`src/rtl/uart_prog_loader_pkg.sv`:
```
// Shared constants, state encodings and helpers for the UART program loader.
package uart_prog_loader_pkg;

  localparam logic [7:0] LDR_HDR      = 8'hA5;
  localparam logic [7:0] LDR_TGT_IMEM = 8'h00;
  localparam logic [7:0] LDR_TGT_DMEM = 8'h01;

  typedef enum logic [3:0] {
    ST_IDLE     = 4'd0,
    ST_WAIT_HDR = 4'd1,
    ST_TARGET   = 4'd2,
    ST_CNT_HI   = 4'd3,
    ST_CNT_LO   = 4'd4,
    ST_DATA     = 4'd5,
    ST_CHK      = 4'd6,
    ST_DONE     = 4'd7,
    ST_ERR      = 4'd8
  } ldr_state_e;

  typedef enum logic [1:0] {
    RX_IDLE  = 2'd0,
    RX_START = 2'd1,
    RX_DATA  = 2'd2,
    RX_STOP  = 2'd3
  } rx_state_e;

  // A divisor of zero would stall the oversampler, so clamp to one.
  function automatic int unsigned rx_divisor(input int unsigned clk_hz, input int unsigned baud);
    int unsigned d;
    d = clk_hz / (baud * 16);
    return (d == 0) ? 1 : d;
  endfunction

endpackage

```
`src/rtl/uart_prog_loader_rx_core.sv`:
```
// 8N1 UART receiver: 2-flop synchronizer, 16x oversampler, LSB-first shifter.
module uart_rx_core
  import uart_prog_loader_pkg::*;
#(
  parameter int unsigned CLK_FREQ_HZ = 23000000,
  parameter int unsigned BAUD        = 128000
) (
  input  logic       clock,
  input  logic       reset,
  input  logic       rx,
  output logic       byte_valid,
  output logic [7:0] byte_data,
  output logic       frame_err
);

  localparam int unsigned DIV   = rx_divisor(CLK_FREQ_HZ, BAUD);
  localparam int unsigned DIV_W = (DIV > 1) ? $clog2(DIV) : 1;
  localparam logic [DIV_W-1:0] DIV_RELOAD = DIV_W'(DIV - 1);

  logic [1:0]       sync_q;
  rx_state_e        state_q, state_d;
  logic [DIV_W-1:0] div_q, div_d;
  logic [3:0]       os_q, os_d;
  logic [2:0]       bit_q, bit_d;
  logic [7:0]       shift_q, shift_d;
  logic             valid_q, valid_d;
  logic             ferr_q, ferr_d;
  logic             rx_s;
  logic             tick;

  assign rx_s = sync_q[1];
  assign tick = (div_q == '0);

  always_ff @(posedge clock) begin
    if (reset) begin
      sync_q  <= 2'b11;
      state_q <= RX_IDLE;
      div_q   <= '0;
      os_q    <= '0;
      bit_q   <= '0;
      shift_q <= '0;
      valid_q <= 1'b0;
      ferr_q  <= 1'b0;
    end else begin
      sync_q  <= {sync_q[0], rx};
      state_q <= state_d;
      div_q   <= div_d;
      os_q    <= os_d;
      bit_q   <= bit_d;
      shift_q <= shift_d;
      valid_q <= valid_d;
      ferr_q  <= ferr_d;
    end
  end

  always_comb begin
    state_d = state_q;
    div_d   = div_q;
    os_d    = os_q;
    bit_d   = bit_q;
    shift_d = shift_q;
    valid_d = 1'b0;
    ferr_d  = 1'b0;

    if (state_q != RX_IDLE) begin
      div_d = tick ? DIV_RELOAD : div_q - DIV_W'(1);
    end

    unique case (state_q)
      RX_IDLE: begin
        if (!rx_s) begin
          state_d = RX_START;
          div_d   = DIV_RELOAD;
          os_d    = '0;
        end
      end
      RX_START: begin
        if (tick) begin
          if (os_q == 4'd7) begin
            // A start bit that is high again at mid-bit was a glitch.
            if (rx_s) begin
              state_d = RX_IDLE;
            end else begin
              state_d = RX_DATA;
              os_d    = '0;
              bit_d   = '0;
            end
          end else begin
            os_d = os_q + 4'd1;
          end
        end
      end
      RX_DATA: begin
        if (tick) begin
          if (os_q == 4'd15) begin
            shift_d = {rx_s, shift_q[7:1]};
            os_d    = '0;
            bit_d   = bit_q + 3'd1;
            if (bit_q == 3'd7) state_d = RX_STOP;
          end else begin
            os_d = os_q + 4'd1;
          end
        end
      end
      RX_STOP: begin
        if (tick) begin
          if (os_q == 4'd15) begin
            state_d = RX_IDLE;
            valid_d = rx_s;
            ferr_d  = !rx_s;
          end else begin
            os_d = os_q + 4'd1;
          end
        end
      end
      default: state_d = RX_IDLE;
    endcase
  end

  assign byte_valid = valid_q;
  assign byte_data  = shift_q;
  assign frame_err  = ferr_q;

endmodule

```
`src/rtl/uart_prog_loader.sv`:
```
// Frame parser that loads a serial image into instruction or data memory
// while holding the CPU in reset, releasing it only on a verified checksum.
module uart_prog_loader
  import uart_prog_loader_pkg::*;
#(
  parameter int unsigned CLK_FREQ_HZ    = 23000000,
  parameter int unsigned BAUD           = 128000,
  parameter int unsigned ADDR_WIDTH     = 14,
  parameter int unsigned TIMEOUT_CYCLES = 2300000
) (
  input  logic                  clock,
  input  logic                  reset,
  input  logic                  uart_rx,
  input  logic                  start_load,
  output logic                  cpu_hold,
  output logic                  imem_we,
  output logic                  dmem_we,
  output logic [ADDR_WIDTH-1:0] wr_addr,
  output logic [31:0]           wr_data,
  output logic                  busy,
  output logic                  load_done,
  output logic                  load_err
);

  localparam int unsigned TMR_W = $clog2(TIMEOUT_CYCLES + 1);
  localparam logic [TMR_W-1:0] TMR_LOAD = TMR_W'(TIMEOUT_CYCLES);
  localparam logic [32:0] MAX_WORDS = 33'(1) << ADDR_WIDTH;

  logic       byte_valid;
  logic [7:0] byte_data;
  logic       frame_err;

  uart_rx_core #(
    .CLK_FREQ_HZ (CLK_FREQ_HZ),
    .BAUD        (BAUD)
  ) u_rx (
    .clock      (clock),
    .reset      (reset),
    .rx         (uart_rx),
    .byte_valid (byte_valid),
    .byte_data  (byte_data),
    .frame_err  (frame_err)
  );

  ldr_state_e            state_q, state_d;
  logic                  tgt_q, tgt_d;
  logic [15:0]           cnt_q, cnt_d;
  logic [1:0]            bidx_q, bidx_d;
  logic [7:0]            xor_q, xor_d;
  logic [ADDR_WIDTH-1:0] addr_q, addr_d;
  logic [31:0]           data_q, data_d;
  logic                  hold_q, hold_d;
  logic                  busy_q, busy_d;
  logic                  done_q, done_d;
  logic                  err_q, err_d;
  logic                  iwe_q, iwe_d;
  logic                  dwe_q, dwe_d;
  logic [TMR_W-1:0]      tmr_q, tmr_d;

  logic        timed;
  logic        tmo;
  logic [15:0] n_full;

  always_ff @(posedge clock) begin
    if (reset) begin
      state_q <= ST_IDLE;
      tgt_q   <= 1'b0;
      cnt_q   <= '0;
      bidx_q  <= '0;
      xor_q   <= '0;
      addr_q  <= '0;
      data_q  <= '0;
      hold_q  <= 1'b0;
      busy_q  <= 1'b0;
      done_q  <= 1'b0;
      err_q   <= 1'b0;
      iwe_q   <= 1'b0;
      dwe_q   <= 1'b0;
      tmr_q   <= '0;
    end else begin
      state_q <= state_d;
      tgt_q   <= tgt_d;
      cnt_q   <= cnt_d;
      bidx_q  <= bidx_d;
      xor_q   <= xor_d;
      addr_q  <= addr_d;
      data_q  <= data_d;
      hold_q  <= hold_d;
      busy_q  <= busy_d;
      done_q  <= done_d;
      err_q   <= err_d;
      iwe_q   <= iwe_d;
      dwe_q   <= dwe_d;
      tmr_q   <= tmr_d;
    end
  end

  assign timed = (state_q == ST_TARGET) || (state_q == ST_CNT_HI) || (state_q == ST_CNT_LO) ||
                 (state_q == ST_DATA)   || (state_q == ST_CHK);
  assign tmo   = timed && !byte_valid && (tmr_q == TMR_W'(1));

  always_comb begin
    state_d = state_q;
    tgt_d   = tgt_q;
    cnt_d   = cnt_q;
    bidx_d  = bidx_q;
    xor_d   = xor_q;
    addr_d  = addr_q;
    data_d  = data_q;
    hold_d  = hold_q;
    busy_d  = busy_q;
    done_d  = done_q;
    err_d   = err_q;
    iwe_d   = 1'b0;
    dwe_d   = 1'b0;
    tmr_d   = tmr_q;
    n_full  = {cnt_q[15:8], byte_data};

    // Address advances in the cycle after each write strobe.
    if (iwe_q || dwe_q) addr_d = addr_q + ADDR_WIDTH'(1);

    if (timed) begin
      if (byte_valid)          tmr_d = TMR_LOAD;
      else if (tmr_q != '0)    tmr_d = tmr_q - TMR_W'(1);
    end

    unique case (state_q)
      ST_IDLE, ST_DONE, ST_ERR: begin
        if (start_load) begin
          state_d = ST_WAIT_HDR;
          hold_d  = 1'b1;
          busy_d  = 1'b1;
          done_d  = 1'b0;
          err_d   = 1'b0;
          addr_d  = '0;
          xor_d   = '0;
          bidx_d  = '0;
        end
      end
      ST_WAIT_HDR: begin
        if (byte_valid && byte_data == LDR_HDR) begin
          state_d = ST_TARGET;
          tmr_d   = TMR_LOAD;
        end
      end
      ST_TARGET: begin
        if (byte_valid) begin
          if (byte_data == LDR_TGT_IMEM) begin
            tgt_d   = 1'b0;
            state_d = ST_CNT_HI;
          end else if (byte_data == LDR_TGT_DMEM) begin
            tgt_d   = 1'b1;
            state_d = ST_CNT_HI;
          end else begin
            state_d = ST_ERR;
          end
        end
      end
      ST_CNT_HI: begin
        if (byte_valid) begin
          cnt_d   = {byte_data, cnt_q[7:0]};
          state_d = ST_CNT_LO;
        end
      end
      ST_CNT_LO: begin
        if (byte_valid) begin
          cnt_d  = n_full;
          bidx_d = '0;
          if (n_full == 16'd0)                        state_d = ST_CHK;
          else if ({17'd0, n_full} > MAX_WORDS)       state_d = ST_ERR;
          else                                        state_d = ST_DATA;
        end
      end
      ST_DATA: begin
        if (byte_valid) begin
          data_d = {data_q[23:0], byte_data};
          xor_d  = xor_q ^ byte_data;
          bidx_d = bidx_q + 2'd1;
          if (bidx_q == 2'd3) begin
            iwe_d = !tgt_q;
            dwe_d = tgt_q;
            cnt_d = cnt_q - 16'd1;
            if (cnt_q == 16'd1) state_d = ST_CHK;
          end
        end
      end
      ST_CHK: begin
        if (byte_valid) begin
          state_d = (byte_data == xor_q) ? ST_DONE : ST_ERR;
        end
      end
      default: state_d = ST_ERR;
    endcase

    if (timed && (frame_err || tmo)) state_d = ST_ERR;

    // Flags settle on the transition so they are held while parked in DONE/ERR.
    if (state_d == ST_DONE && state_q != ST_DONE) begin
      hold_d = 1'b0;
      busy_d = 1'b0;
      done_d = 1'b1;
    end else if (state_d == ST_ERR && state_q != ST_ERR) begin
      busy_d = 1'b0;
      err_d  = 1'b1;
    end
  end

  assign cpu_hold  = hold_q;
  assign imem_we   = iwe_q;
  assign dmem_we   = dwe_q;
  assign wr_addr   = addr_q;
  assign wr_data   = data_q;
  assign busy      = busy_q;
  assign load_done = done_q;
  assign load_err  = err_q;

endmodule

```
`config.mk`:
```
export PLATFORM = sky130hd
export DESIGN_NAME = uart_prog_loader
export DESIGN_NICKNAME = d
export VERILOG_FILES = /design/src/rtl/uart_prog_loader_pkg.sv /design/src/rtl/uart_prog_loader_rx_core.sv /design/src/rtl/uart_prog_loader.sv
export SDC_FILE = /design/constraint.sdc
export NUM_CORES = 1
export LEC_CHECK = 0
export CAP_MARGIN = 40
export CORE_MARGIN = 3
export CORE_UTILIZATION = 60
export CTS_CLUSTER_DIAMETER = 150
export DETAILED_ROUTE_END_ITERATION = 10
export GPL_TIMING_DRIVEN = 0
export PLACE_DENSITY = 0.86
export RECOVER_POWER = 50
export SKIP_CTS_REPAIR_TIMING = 1
export SLEW_MARGIN = 5
export SYNTH_ARGS = -nofsm -noshare
export SYNTH_HDL_FRONTEND = slang
export SYNTH_SLANG_ARGS = --single-unit
```
`constraint.sdc`:
```
create_clock -name clock -period 4.02 [get_ports clock]
set_input_delay 0.804 -clock clock [delete_from_list [all_inputs] [get_ports clock]]
set_output_delay 0.804 -clock clock [all_outputs]
set_load 0.05 [all_outputs]
```
==> Word-level counts from Yosys, hierarchy flattened <==
Cells that the tools add are included.
{ "word_totals": {"reg_bits": 130, "latch_bits": 0, "ram_bits": 0, "romBits": 0, "inputBits": 4, "n_memories": 0} }
{ "classes": {"addsub": 7, "mul": 0, "div": 0, "magnitude_cmp": 1, "n_eq_ne": 39, "shift": 0, "n_mux": 73, "bitwise": 9, "n_reduce_logical": 47} }
{ "ops": {"columns": ["cell", "count"], "rows": [
  ["$mux 22", 5],
  ["$mux 4", 26],
  ["$mux 16", 3],
  ["$pmux 16 s3", 1],
  ["$mux 14", 3],
  ["$pmux 4 s7", 1],
  ["$eq 4x3->1 const B", 6],
  ["$mux 2", 12],
  ["$mux 8", 3],
  ["$eq 22x1->1 const B", 1],
  ["$ne 2x1->1 const B", 11],
  ["$reduce_bool 22->1", 1],
  ["$sub 22x1->22 const B", 1],
  ["$eq 16x1->1 const B", 1],
  ["$gt 16x15->1 const B", 1],
  ["$logic_not 16->1", 1],
  ["$pmux 4 s4", 1],
  ["$pmux 8 s2", 1],
  ["$reduce_bool 2->1", 8],
  ["$sub 16x1->16 const B", 1],
  ["$mux 3", 5],
  ["$add 14x1->14 const B", 1],
  ["$eq 4x4->1 const B", 3],
  ["$reduce_and 5->1", 2],
  ["other kinds (36)", 77]
]} }

==> Logic depth before layout (Yosys ltp) <==
{ "depth": {"depth_word": 14, "ltp_mapped": 10} }

==> Cells and area by module <==
Synthesis repeated with hierarchy kept, for this count alone.
{ "hier_totals": {"cells_unflattened": 774, "area_unflattened_um2": 6314.8} }
{ "modules_own_cells": {"columns": ["module", "instances", "cells_each", "area_each_um2", "seq_area_each_um2"], "rows": [
  ["uart_prog_loader", 1, 651, 5117.4, 2102.0],
  ["uart_rx_core", 1, 123, 1197.4, 500.5]
]} }

==> Worst setup path after synthesis <==
Ideal clock, no wire load.
{ "synth_path": {"kind": "register -> register", "startpoint": "register tmr_q[14]", "endpoint": "register tmr_q[1]", "setup_time_ps": 112, "t_arrival_ps": 2215, "required_time_ps": 3908, "slack_ps": 1694, "path_stages_with_launch": 8, "path_cell_list": "dfxtp_1 or4_4 or4_4 o31a_4 nor2b_4 a21oi_1 o22ai_1 nor2b_4"} }
{ "synth_via": {"elab_chain_cells": 6} }
{ "synth_rtl": {"columns": ["item", "line_no", "rtl"], "rows": [
  ["start, declared", "uart_prog_loader.sv:58", "logic [TMR_W-1:0] tmr_q, tmr_d;"],
  ["start signal, assigned", "uart_prog_loader.sv:94", "tmr_q <= tmr_d;"],
  ["$reduce_bool 22->1 *", "uart_prog_loader.sv:124", "else if (tmr_q != '0) tmr_d = tmr_q - TMR_W'(1);"],
  ["$mux 22 *", "uart_prog_loader.sv:124", null],
  ["$mux 22 *", "uart_prog_loader.sv:123", "if (byte_valid) tmr_d = TMR_LOAD;"],
  ["$mux 22 *", "uart_prog_loader.sv:122", "if (timed) begin"],
  ["$mux 22", "uart_prog_loader.sv:141", "if (byte_valid && byte_data == LDR_HDR) begin"],
  ["$mux 22 *", "uart_prog_loader.sv:127", "unique case (state_q)"]
]} }
Every way passes the cells marked *; elsewhere a longest branch is shown, timed or not.
A chain may end at the register's enable or synchronous reset.

==> Worst setup path after layout <==
{ "layout_path": {"startpoint": "register u_rx.shift_q[4], in the netlist u_rx.byte_data[4]", "endpoint": "register done_q, in the netlist load_done"} }
{ "layout_via": {"elab_chain_cells": 10, "word_cells_on_any_way": 24, "cone_classes": "1 x order compare; 4 x eq/ne; 12 x mux; 7 x reduce/logical"} }
{ "layout_rtl": {"columns": ["item", "line_no", "rtl"], "rows": [
  ["start, declared", "uart_prog_loader_rx_core.sv:25", "logic [7:0] shift_q, shift_d;"],
  ["start signal, assigned", "uart_prog_loader_rx_core.sv:50", "shift_q <= shift_d;"],
  ["$gt 16x15->1 / $eq 8x1->1 (equally long branches)", "uart_prog_loader.sv:170, uart_prog_loader.sv:151", null],
  ["$mux 4 (on tied branches)", "uart_prog_loader.sv:170, uart_prog_loader.sv:151", null],
  ["$mux 4 (on tied branches)", "uart_prog_loader.sv:169, uart_prog_loader.sv:148", null],
  ["$mux 4 (on tied branches)", "uart_prog_loader.sv:166, uart_prog_loader.sv:147", null],
  ["$pmux 4 s7 *", "uart_prog_loader.sv:127", null],
  ["$mux 4 *", "uart_prog_loader.sv:195", "if (timed && (frame_err || tmo)) state_d = ST_ERR;"],
  ["$eq 4x3->1 *", "uart_prog_loader.sv:198", "if (state_d == ST_DONE && state_q != ST_DONE) begin"],
  ["$logic_and 1x1->1 *", "uart_prog_loader.sv:198", null],
  ["$reduce_bool 2->1 (no source line)", null, null],
  ["$reduce_and 2->1 (no source line)", null, null],
  ["end signal, assigned", "uart_prog_loader.sv:90", "done_q <= done_d;"],
  ["end, declared", "uart_prog_loader.sv:54", "logic done_q, done_d;"]
]} }
Marked as above.

==> metrics.md <==
| Metric | Value |
|---|---|
| Hold Crit Depth | 1 |
| Final period utilization | 73.5% |
| Post-Syn Instances | 791 |
| FF-to-FF End | load_done |
| Dpl ws | 1.00 ns |
| Peak VDD IR | 250 uV |
| Net count after synthesis | 807 |
| Worst slew pin tran | 1.03 ns |
| Clock share of power | 49.6% |
| Slew Limit Fails | 0 |
| Number of synthesized flops with an enable pin | 0 |
| Seq/Total Area, Yosys | 41.2% |
| R2R setup slack | 1.06 ns |
| Worst hold slack | 0.412 ns |
| Syn Std Cell Area | 6310 sq um |
| Main synth FF type | dfxtp_1 |
| First-pass GRT wire length | 28000 um |
| Placed Area | 7030 sq um |
| Logic pwr share | 4.4% |
| Setup WS post-layout | 1.06 ns |
| Avg Inst Size Synth | 7.98 sq um |
| Most numerous cell in the Yosys netlist | dfxtp_1 |
| Status | complete, no violations |
| DP Cell Count | 979 |
| Cell Count, Final, Fillers Out | 1011 |
| TritonCTS Sinks | 130 |
| Int Pwr | 2.11 mW |
| Row count | 36 |
| Residual DRC | 0 |
| Worst Setup EP | load_done |
| Area Growth Syn to Fin | 19.2% |
| Clock latency on the worst-skew pair | 0.53 ns |
| Register share of total power | 46.0% |
| Drt pass-1 iters | 6 |
| Share of layout cells above drive strength 1 | 5.92% |
| Total core area | 10000 sq um |
| Synth top area share | 41.2% |
| Hold WC Path Type | reg -> reg |
| Input/output buffers | 55 |
| CTS tree | built |
| Crit. Startpoint | u_rx.byte_data[4] |
| Synth Register Bits | 130 |
| Setup crit end kind | flip-flop |
| IO Count | 56 |
| Worst Path Arrival | 3.43 ns |
| Tot GR Track Use | 30.0% |
| Final Instance Area | 7520 sq um |
| Initial antenna violation count | 0 |
| Nets | 881 |
| Fin Clk Skew | 0.00649 ns |
| Fraction of registers with async set/reset | 0% |
| Max clock buf depth | 2 |
| Clock tree root driver cell | clkbuf_8 |
| P_sw | 719 uW |
| Final Setup Violations | 0 |
| Dominant cell type by area after synthesis | dfxtp_1 |
| Drt wl/cell | 16.8 um |
| Crit Path Max Fanout | 9 |
| RR Startpoint | u_rx.byte_data[4] |
| Hold Fails Final Rpt | 0 |
| Die ar. | 11800 sq um |
| Crit path required time | 4.50 ns |
| Worst Setup Start Kind | flip-flop |
| Largest net degree at the start of global routing | 17 |
| Final setup TNS | 0 ns |
| Die width | 109 um |
| Total CTS buffers | 17 |
| DP HPWL | 11900 um |
| Die height | 109 um |
| Max-Cap Viols | 0 |
| Final Util | 75.2% |
| Worst r2r path cells | 8 |
| Vias in the first global route | 5859 |
| Fmax | 338 MHz |
| Number of diodes | 0 |
| Crit Path Class | reg -> reg |
| Routed vias/inst | 6.09 |
| CTS clk-pin slew, worst paths | 0.06 ns |
| Starting Density | 63.1% |
| Unrepaired setup endpoints after global routing | no |
| H-Tree Depth | 4 |
| Vias | 6155 |
| Routed WL | 17000 um |
| Top cells by area, synth | dfxtp_1 41%, nand2_1 6.7%, nor2_1 6.5% |
| Layout fillers | 746 |
| Power per cell area | 376 nW/um^2 |
| Initial DRC count | 607 |
| Distinct cells, synth | 67 |
| Total power | 2.83 mW |
| Post-synth top cells | 130 x dfxtp_1, 113 x nand2_1, 110 x nor2_1 |
| Sw frac | 25.4% |
| Routed Antenna Nets | 0 |
| Leak Pwr | 2.84 nW |
| Final min period | 2.96 ns |
| Synth warnings | 0 |
| RD Place Congestion | 0.971 |
| GRT overflow | 0 |
| Slew HR | 30.3% |
[final cells by class]
class / count / area (sq um) / share of cell area, %
Multi-Input combinational cell: 600 / 3420 / 45.5
Sequential cell: 130 / 2600 / 34.6
Timing Repair Buffer: 55 / 551 / 7.32
Clock buffer: 17 / 414 / 5.51
Buffer: 49 / 188 / 2.50
Tap cell: 133 / 166 / 2.21
Clock inverter: 15 / 128 / 1.70
Inverter: 12 / 45.0 / 0.599
[per-layer routing]
layer / wire length [um] / up-vias / GRT usage [%]
li1: - / 2902 / -
met2: 8190 / 291 / 50.0
met4: 644 / 0 / 14.4
met1: 6790 / 2895 / 36.1
met5: 0 / - / 0
met3: 1410 / 67 / 7.34
[cells in the final DEF (no fill, tap or decap), drive strengths merged, types with 4 or more instances in the layout]
cell           count
a22oi             10
mux2i             12
nor2             110
nand2            113
or2                5
dlygate4sd3       37
ha                12
o21ai             37
and3              12
and2               4
nand3b             4
a21oi             80
clkinv             6
nand4             12
dfxtp            130
nor4              14
xor2              15
nor2b             13
inv               18
clkbuf            63
nor3              21
nand3             18
clkdlybuf4s50     18
xnor2             24
or4                8
or3               16
nand2b            10
[flip-flops by register name, summed over array words and instances (netlist names), 2 cells and up, named ones only]
signal	cells
cnt_q	16
u_rx.div_q	4
bidx_q	2
wr_data	32
state_q	4
wr_addr	14
xor_q	8
u_rx.bit_q	3
u_rx.sync_q	2
tmr_q	22
u_rx.os_q	4
u_rx.byte_data	8
[power groups by stage]
stage	Sequential (mW)	Combinational, mW	Clock [mW]
2_1_floorplan	1.33	0.0782	0
3_3_place_gp	1.33	0.117	0
3_5_place_dp	1.33	0.121	0
4_1_cts	1.30	0.122	1.41
5_1_grt	1.30	0.135	1.48
6_report	1.30	0.123	1.40
[critical path, cell delays in order, from the launching register on]
cell and delay [ns]:
dfxtp_1 0.30, clkbuf_1 0.26, or4_1 0.60, nor2_1 0.20, o221ai_1 0.13, nor4b_1 0.55
nand3_1 0.24, a2111oi_4 0.44, o21ba_2 0.20
[cell families (layout without fill, tap and decap cells)]
| kind of cell | after synthesis | count (layout) | share of synthesized area [%] |
|---|---|---|---|
| XOR/XNOR | 39 | 39 | 5.41 |
| multiplexers | 13 | 13 | 2.08 |
| adder cells (fa/ha/maj) | 12 | 12 | 2.38 |
| buffers and inverters | 61 | 148 | 3.69 |
| AO/OA/AOI/OAI | 166 | 166 | 16.1 |
| AND/OR/NAND/NOR | 370 | 370 | 29.1 |
| flip-flops | 130 | 130 | 41.2 |
[worst min-delay path by stage]
| stage | startpoint | endpoint |
|---|---|---|
| after floorplan | u_rx.sync_q[0] | u_rx.sync_q[1] |
| after detailed placement | u_rx.sync_q[0] | u_rx.sync_q[1] |
| after global placement | u_rx.sync_q[0] | u_rx.sync_q[1] |
| after CTS | u_rx.sync_q[0] | u_rx.sync_q[1] |
| after global routing | u_rx.sync_q[0] | u_rx.sync_q[1] |
| final | u_rx.sync_q[0] | u_rx.sync_q[1] |
(Power assumes the default switching activity.)
